[config.mk]
export PLATFORM = sky130hd
export DESIGN_NAME = uart_rx_engine_flat
export DESIGN_NICKNAME = d
export VERILOG_FILES = /design/src/rtl/uart_rx_engine_if.sv /design/src/rtl/uart_rx_engine.sv /design/src/flat_wrapper.sv
export SDC_FILE = /design/constraint.sdc
export NUM_CORES = 1
export LEC_CHECK = 0
export BUFFER_PORTS_ARGS = -buffer_cell sky130_fd_sc_hd__clkbuf_2
export CAP_MARGIN = 30
export CORE_AREA = 2 2 79 156
export CTS_CLUSTER_SIZE = 16
export DETAILED_ROUTE_END_ITERATION = 8
export DIE_AREA = 0 0 81 158
export GPL_ROUTABILITY_DRIVEN = 0
export GPL_TIMING_DRIVEN = 0
export SYNTH_ARGS = -nofsm -noshare
export SYNTH_HDL_FRONTEND = slang
export SYNTH_SLANG_ARGS = --single-unit
export TNS_END_PERCENT = 20
[constraint.sdc]
create_clock -name clk -period 8.05 [get_ports clk]
set_input_delay 0.4025 -clock clk [delete_from_list [all_inputs] [get_ports clk]]
set_output_delay 0.4025 -clock clk [all_outputs]
set_load 0.02 [all_outputs]
[src/rtl/uart_rx_engine_if.sv]
// Processor-side port of the UART receive engine: received character,
// status flags and the ready/read handshake.
interface uart_rx_engine_if;
    logic [7:0] data;
    logic       rx_rdy;
    logic       perr;
    logic       ferr;
    logic       ovf;
    logic       busy;
    logic       rd_strobe;

    modport master (
        output data, rx_rdy, perr, ferr, ovf, busy,
        input  rd_strobe
    );

    modport slave (
        input  data, rx_rdy, perr, ferr, ovf, busy,
        output rd_strobe
    );
endinterface

[src/rtl/uart_rx_engine.sv]
// UART receive engine: synchronised rx, start detection with false-start
// rejection, mid-bit sampling, 5-8 data bits, optional parity, 1/2 stop bits.
module uart_rx_engine #(
    parameter int BAUD_W      = 20,
    parameter int SYNC_STAGES = 2
) (
    input  logic              clk,
    input  logic              reset,
    input  logic              rx,
    input  logic [BAUD_W-1:0] baud,
    input  logic [1:0]        data_len,
    input  logic              pen,
    input  logic              odd,
    input  logic              stop2,
    uart_rx_engine_if.master  bus
);

    typedef enum logic [2:0] {IDLE, START, DATA, PARITY, STOP} state_t;

    state_t state_q, state_d;

    logic [SYNC_STAGES-1:0] sync_q;
    logic                   rxs, rxs_prev;
    logic                   start, btu, last_bit;

    logic [BAUD_W-1:0] baud_l, cnt, target;
    logic [1:0]        len_l;
    logic              pen_l, odd_l, stop2_l;

    logic [2:0] idx;
    logic [7:0] shreg;
    logic       pbit, ferr_acc, stop_second, done;

    logic [7:0] data_q;
    logic       rx_rdy_q, perr_q, ferr_q, ovf_q;

    assign rxs      = sync_q[SYNC_STAGES-1];
    assign start    = (state_q == IDLE) && rxs_prev && !rxs;
    assign target   = (state_q == START) ? (baud_l >> 1) : baud_l;
    assign btu      = (state_q != IDLE) && (cnt == target - 1'b1);
    assign last_bit = (idx == {1'b0, len_l} + 3'd4);

    always_ff @(posedge clk or posedge reset) begin
        if (reset) begin
            sync_q   <= '1;
            rxs_prev <= 1'b1;
        end else begin
            sync_q   <= {sync_q[SYNC_STAGES-2:0], rx};
            rxs_prev <= rxs;
        end
    end

    always_ff @(posedge clk or posedge reset) begin
        if (reset) state_q <= IDLE;
        else       state_q <= state_d;
    end

    always_comb begin
        state_d = state_q;
        case (state_q)
            IDLE:   if (start) state_d = START;
            START:  if (btu) state_d = rxs ? IDLE : DATA;
            DATA:   if (btu && last_bit) state_d = pen_l ? PARITY : STOP;
            PARITY: if (btu) state_d = STOP;
            STOP:   if (btu && (!stop2_l || stop_second)) state_d = IDLE;
            default: state_d = IDLE;
        endcase
    end

    // Frame datapath; config is captured on the start edge so mid-frame changes are ignored.
    always_ff @(posedge clk or posedge reset) begin
        if (reset) begin
            cnt         <= '0;
            baud_l      <= '0;
            len_l       <= '0;
            pen_l       <= 1'b0;
            odd_l       <= 1'b0;
            stop2_l     <= 1'b0;
            idx         <= '0;
            shreg       <= '0;
            pbit        <= 1'b0;
            ferr_acc    <= 1'b0;
            stop_second <= 1'b0;
            done        <= 1'b0;
        end else begin
            done <= 1'b0;
            if (start) begin
                cnt         <= '0;
                baud_l      <= baud;
                len_l       <= data_len;
                pen_l       <= pen;
                odd_l       <= odd;
                stop2_l     <= stop2;
                idx         <= '0;
                shreg       <= '0;
                pbit        <= 1'b0;
                ferr_acc    <= 1'b0;
                stop_second <= 1'b0;
            end else if (state_q != IDLE) begin
                cnt <= btu ? '0 : cnt + 1'b1;
            end

            if (btu) begin
                case (state_q)
                    DATA: begin
                        shreg[idx] <= rxs;
                        idx        <= idx + 3'd1;
                    end
                    PARITY: pbit <= rxs;
                    STOP: begin
                        ferr_acc    <= ferr_acc | !rxs;
                        stop_second <= 1'b1;
                        if (!stop2_l || stop_second) done <= 1'b1;
                    end
                    default: ;
                endcase
            end
        end
    end

    // Completion takes priority over a coincident read; ovf then stays clear.
    always_ff @(posedge clk or posedge reset) begin
        if (reset) begin
            data_q   <= '0;
            rx_rdy_q <= 1'b0;
            perr_q   <= 1'b0;
            ferr_q   <= 1'b0;
            ovf_q    <= 1'b0;
        end else if (done) begin
            data_q   <= shreg;
            perr_q   <= pen_l & ((^shreg ^ pbit) != odd_l);
            ferr_q   <= ferr_acc;
            rx_rdy_q <= 1'b1;
            ovf_q    <= (ovf_q | rx_rdy_q) & !bus.rd_strobe;
        end else if (bus.rd_strobe) begin
            rx_rdy_q <= 1'b0;
            ovf_q    <= 1'b0;
        end
    end

    assign bus.data   = data_q;
    assign bus.rx_rdy = rx_rdy_q;
    assign bus.perr   = perr_q;
    assign bus.ferr   = ferr_q;
    assign bus.ovf    = ovf_q;
    assign bus.busy   = (state_q != IDLE);

endmodule

[src/flat_wrapper.sv]
// flat-port wrapper written by rule: the top's interface ports become plain ports
module uart_rx_engine_flat 
#(
    parameter int BAUD_W      = 20,
    parameter int SYNC_STAGES = 2
)
  (clk, reset, rx, baud, data_len, pen, odd, stop2, bus_data, bus_rx_rdy, bus_perr, bus_ferr, bus_ovf, bus_busy, bus_rd_strobe);
  uart_rx_engine_if bus_i ();
  input  logic clk;
  input  logic reset;
  input  logic rx;
  input  logic [BAUD_W-1:0] baud;
  input  logic [1:0] data_len;
  input  logic pen;
  input  logic odd;
  input  logic stop2;
  output wire logic [$bits(bus_i.data)-1:0] bus_data;
  output wire logic [$bits(bus_i.rx_rdy)-1:0] bus_rx_rdy;
  output wire logic [$bits(bus_i.perr)-1:0] bus_perr;
  output wire logic [$bits(bus_i.ferr)-1:0] bus_ferr;
  output wire logic [$bits(bus_i.ovf)-1:0] bus_ovf;
  output wire logic [$bits(bus_i.busy)-1:0] bus_busy;
  input wire logic [$bits(bus_i.rd_strobe)-1:0] bus_rd_strobe;
  assign bus_data = bus_i.data;
  assign bus_rx_rdy = bus_i.rx_rdy;
  assign bus_perr = bus_i.perr;
  assign bus_ferr = bus_i.ferr;
  assign bus_ovf = bus_i.ovf;
  assign bus_busy = bus_i.busy;
  assign bus_i.rd_strobe = bus_rd_strobe;
  uart_rx_engine #(.BAUD_W(BAUD_W), .SYNC_STAGES(SYNC_STAGES)) u_core (.clk(clk), .reset(reset), .rx(rx), .baud(baud), .data_len(data_len), .pen(pen), .odd(odd), .stop2(stop2), .bus(bus_i));
endmodule
; ---- Word level (Yosys, flattened, before mapping)
; Cells that the tools add are included.
[word_totals]
n_memories = 0
latchBits = 0
mem_bits_rw = 0
output_inout_bits = 13
mem_bits_ro = 0
word_cells = 95
reg_bits = 78
inputBits = 29
[classes]
mux = 36
n_eq_ne = 12
add_sub_neg = 4
n_reduce_logical = 16
n_shift = 0
n_mul = 0
n_lt_le_gt_ge = 2
div_mod_pow = 0
bitwise_logic = 5
[ops]
columns = cell, n
row1 = $mux 20, 4
row2 = $mux 3, 9
row3 = $mux 8, 3
row4 = $add 20x1->20 const B, 1
row5 = $eq 20x20->1, 1
row6 = $sub 20x1->20 const B, 1
row7 = $mux 1, 16
row8 = $pmux 3 s5, 1
row9 = $ne 2x1->1 const B, 5
row10 = $bwmux 8, 1
row11 = $reduce_xor 8->1, 1
row12 = $eq 3x2->1 const B, 2
row13 = $logic_and 1x1->1, 6
row14 = $reduce_and 5->1, 1
row15 = $lt 3x4->1 const B, 1
row16 = $reduce_bool 2->1, 2
row17 = $add 2x3->3 const B, 1
row18 = $add 3x1->3 const B, 1
row19 = $demux 1 s3, 1
row20 = $eq 3x1->1 const B, 1
row21 = $eq 3x3->1, 1
row22 = $eq 3x3->1 const B, 1
row23 = $ge 3x1->1 const B, 1
row24 = $logic_not 1->1, 3
row25 = 8 further kinds, 10

; ---- Logic depth before layout (Yosys ltp)
[logic_depth]
word_depth = 8
ltp_mapped = 20

; ---- Worst setup path before layout
; OpenSTA, ideal clock, no wires.
[synth_path]
path_type = reg2reg
from = reg u_core.state_q[2]
to = reg u_core.shreg[5]
path_stages_with_launch = 18
arrival_time_ps = 4157
path_slack_ps = 3812
required_time_ps = 7969
n_path_buf = 5
period_less_slack_ps = 4238
cell_sequence = dfrtp_1 buf_6 or3b_1 buf_2 clkbuf_1 clkbuf_1 a21oi_1 ha_1 or4b_2 a2111oi_2 o21ai_0 a221oi_1 xnor2_1 and4b_1 nand4_1 buf_4 nor4_4 mux2i_1
[synth_between]
elab_chain_cells = 7
word_cells_on_any_way = 14
[synth_rtl]
columns = element, line
row1 = start: declaration, uart_rx_engine.sv:20  ; state_t state_q, state_d;
row2 = start signal: assignment, uart_rx_engine.sv:55  ; else state_q <= state_d;
row3 = "parallel branches: the longest is 6 deep, another holds $sub 20x1->20", --
row4 = $mux 8 *, uart_rx_engine.sv:103  ; if (btu) begin
row5 = end signal: indexed assignment, uart_rx_engine.sv:106  ; shreg[idx] <= rxs;
row6 = end: declaration, uart_rx_engine.sv:31  ; logic [7:0] shreg;
; Every way passes the cells marked *.
; A chain may end at the register's enable or synchronous reset.

; ---- Final worst setup path
[layout_path]
from = reg u_core.state_q[0]
to = reg u_core.cnt[5]
[layout_between]
elab_chain_cells = 8
word_cells_on_any_way = 13
[layout_rtl]
columns = element, line
row1 = $eq 3x1->1, uart_rx_engine.sv:39  ; assign target = (state_q == START) ? (baud_l >> 1) : baud_l;
row2 = $mux 20, uart_rx_engine.sv:39
row3 = $sub 20x1->20, uart_rx_engine.sv:40  ; assign btu = (state_q != IDLE) && (cnt == target - 1'b1);
row4 = $eq 20x20->1, uart_rx_engine.sv:40
row5 = $logic_and 1x1->1, uart_rx_engine.sv:40
row6 = $mux 20, uart_rx_engine.sv:100  ; cnt <= btu ? '0 : cnt + 1'b1;
row7 = $mux 20, uart_rx_engine.sv:99  ; end else if (state_q != IDLE) begin
row8 = $mux 20, uart_rx_engine.sv:87  ; if (start) begin
row9 = end signal: assignment, uart_rx_engine.sv:100
row10 = end: declaration, uart_rx_engine.sv:26  ; logic [BAUD_W-1:0] baud_l, cnt, target;
; Parallel ways exist; a longest one is shown, timed or not. The select of a mux whose other input is x is not followed.

==> impl_metrics.csv <==
group,metric,value,unit
route,topRoutingLayerUsed,"met4",
sta,relSlewSlack,0.5199,
route,wl_met3,454,um
floorplan,dieArea,0.01280,mm^2
logic_synthesis,ys_seq_elements,78,
clock_network,cts_setup_buffers,0,
route,wl_met2,8222,um
clock_network,clk_latency,350,ps
logic_synthesis,synth-edff-count,0,
clock_network,htreeDepth,3,
clock_network,clk_pin_slew_worst_paths,70,ps
placed_design,port_buffers,41,
pwr,power_leakage,2.410,nW
sta,clock.fmax,183.0,MHz
layout,area_delta_synth_final,14.26,%
sta,period_share,0.6789,
clock_network,cts.sinks,78,
logic_synthesis,ys_top_cells_by_count,"nand2_1, dfrtp_1, clkbuf_1",
outcome,status,"finished clean",
pwr,cellPowerDensity,304.0,mW/mm^2
global_route,grt-ovfl-total,0,
logic_synthesis,synth_area_per_cell,8.613,um^2
route,antenna_left,0,
logic_synthesis,synthFlopType,"dfrtp_1",
sta,clock_skew,13.78,ps
logic_synthesis,yosysWarnings,0,
critical_path,reg2reg_to,"u_core.cnt[5]$_DFFE_PP0P_",
logic_synthesis,ys_types,76,
route,drt-initial-drc-count,258,
critical_path,crit_required,8270,ps
pwr,vdd_drop_max,0.1284,mV
sta,rsz0062_at_grt,"no",
global_route,grt_pass1_vias,4911,
sta,period_needed,5465,ps
global_route,grt_util_all_layers,0.2546,
critical_path,r2r-start,"u_core.state_q[0]$_DFFE_PP0P_",
critical_path,crit_arrival,5680,ps
sta,finalHoldViolCount,0,
layout,diodes,0,
route,vias,4781,
global_route,grt_max_degree,54,
sta,finalSetupTns,0,ps
route,routed_wl,15420,um
clock_network,ctsResizeCount,0,
flow_run,maxCapViolCount,0,
critical_path,cp-end-kind,"register",
clock_network,clock-root-buffer,"clkbuf_16",
logic_synthesis,ys_seq_area_frac,0.3822,
logic_synthesis,async_flop_share,1.000,
floorplan,core-area,0.01163,mm^2
min_path,min_path_type,"in2async",
global_route,grt_first_pass_wirelength,24500,um
logic_synthesis,syn_nets,626,
route,avgRoutedWirePerCell,19.37,um
sta,finalSetupViolCount,0,
logic_synthesis,netlist_area,0.005116,mm^2
layout,fin_nets,679,
global_route,antenna_found_initial,0,
critical_path,crit_type,"reg2reg",
floorplan,placementRows,56,
critical_path,r2r_cells,18,
sta,worst_pin_slew,717.0,ps
logic_synthesis,synth_most_common_cell,"nand2_1",
route,viasPerCell,6.006,
clock_network,cts_buffers,9,
clock_network,cts_hold_buf,0,
critical_path,worst-r2r-setup-slack,2580,ps
floorplan,die_width,81,um
logic_synthesis,synthCells,594,
layout,fin_util,0.5026,
logic_synthesis,synth_top_area_cell,"dfrtp_1",
clock_network,clock_path_buffers,2,
route,wl_met1,5573,um
logic_synthesis,synth_top_area_share,0.3668,
floorplan,io_pins,42,
placed_design,dp_hpwl,11420,um
critical_path,cp_max_fo,10,
route,first_pass_iters,4,
critical_path,critPathLaunchType,"register",
logic_synthesis,synthTopCellsByArea,"dfrtp_1, nand2_1, xnor2_1",
floorplan,start_util,0.4399,
sta,finalMaxSlewViolations,0,
clock_network,cts_tree,"done",
layout,drive_above_1_share,0.1567,
floorplan,die_y,158,um
route,drt_drc_violations_left,0,
[worst max path at each step]
stage / from / endpoint / slack, ps / depth (start not counted)
2_1_floorplan: u_core.state_q[2]$_DFFE_PP0P_ / u_core.shreg[5]$_DFF_PP0_ / 3810 / 17
3_3_place_gp: u_core.state_q[0]$_DFFE_PP0P_ / u_core.state_q[2]$_DFFE_PP0P_ / 2840 / 17
3_5_place_dp: u_core.state_q[0]$_DFFE_PP0P_ / u_core.cnt[5]$_DFFE_PP0P_ / 2900 / 17
4_1_cts: u_core.state_q[0]$_DFFE_PP0P_ / u_core.cnt[5]$_DFFE_PP0P_ / 2840 / 17
5_1_grt: u_core.state_q[0]$_DFFE_PP0P_ / u_core.idx[2]$_DFF_PP0_ / 2390 / 17
6_report: u_core.state_q[0]$_DFFE_PP0P_ / u_core.cnt[5]$_DFFE_PP0P_ / 2580 / 18
[worst max-delay path, cell delays in order, from the launching register on]
cell	delay (ps)
dfrtp_1	420
or3b_1	180
buf_2	230
clkbuf_1	400
clkbuf_1	440
nor2_1	100
a21oi_1	130
ha_1	260
nand2b_1	160
or3_1	380
clkbuf_1	170
nor4_1	520
nand2_1	160
a31o_2	280
a2111oi_0	470
nand4_1	340
nand2_1	320
buf_4	250
o22ai_1	120
[cells in the final DEF, fill, tap and decap left out, types with 4 or more instances in the layout]
cell type	netlist	routed
or3_1	8	8
nor2_1	30	30
and3_1	6	6
nor4_1	10	10
clkbuf_16	0	9
o31ai_1	7	7
xnor2_1	29	29
o211ai_1	8	8
nand2b_1	11	11
clkbuf_1	34	34
dfrtp_1	75	75
o22ai_1	8	8
a31oi_1	14	14
clkbuf_2	0	41
nand3_1	24	24
inv_1	23	22
nor2b_1	5	5
o21ai_1	6	6
mux2_2	12	12
xor2_1	10	10
mux2i_1	15	15
nor3_1	14	14
buf_2	4	4
o21ai_0	17	17
a221oi_1	6	6
or2_2	4	4
nand2_1	105	105
nand4_1	12	12
a21oi_1	16	16
[metal layers]
metal	global-route usage	vias up
li1	-	2247
met1	0.2500	2320
met2	0.4608	153
met3	0.03079	61
met4	0.2058	0
met5	0	-
[per-stage QoR]
stage | power [mW] | hold WS [ps] | instances | worst slack, ps | cell area [um^2]
6_report | 1.777 | 27.80 | 796 | 2585 | 5846
5_1_grt | 1.881 | 55.76 | 796 | 2389 | 5846
4_1_cts | 1.776 | 38.90 | 796 | 2840 | 5846
3_5_place_dp | 1.329 | 350.6 | 781 | 2899 | 5533
3_3_place_gp | 1.302 | 345.7 | 780 | 2840 | 5503
2_1_floorplan | 1.115 | 345.2 | 594 | 3812 | 5116
[report_power, final]
group	internal, mW	switching [mW]
combinational	0.295	0.446
clock	0.270	0.174
sequential	0.477	0.115
total	1.04	0.735
[state kept, by name, summed over array words and instances, names as in the netlist]
register / cells
u_core.pen_l: 1
u_core.odd_l: 1
u_core.len_l: 2
u_core.bus.perr: 1
u_core.baud_l: 20
u_core.bus.ovf: 1
u_core.bus.ferr: 1
u_core.bus.rx_rdy: 1
u_core.stop2_l: 1
u_core.done: 1
u_core.cnt: 20
u_core.ferr_acc: 1
u_core.idx: 3
u_core.shreg: 8
u_core.bus.data: 8
u_core.state_q: 3
u_core.pbit: 1
u_core.rxs_prev: 1
u_core.stop_second: 1
u_core.sync_q: 2
[final cells by class]
type / count / area [um^2]
clock buffer: 9 / 225.2
fill: 1184 / 5786
clock inverter: 6 / 87.58
tap: 145 / 181.4
timing repair buffer: 42 / 232.7
multi-input combinational: 447 / 2874
buffer: 44 / 192.7
inverter: 25 / 96.34
sequential: 78 / 1956
[logic make-up (layout without fill, tap and decap cells)]
group / after synthesis / in the layout / synth area share
AND/OR/NAND/NOR: 256 / 256 / 0.2573
AO/OA/AOI/OAI: 121 / 121 / 0.1702
adder cells (fa/ha/maj): 3 / 3 / 0.007338
flip-flops: 78 / 78 / 0.3822
multiplexers: 28 / 28 / 0.06016
XOR/XNOR: 39 / 39 / 0.06676
buffers and inverters: 69 / 126 / 0.05600
Note: power is estimated with default switching activity, not from simulation.
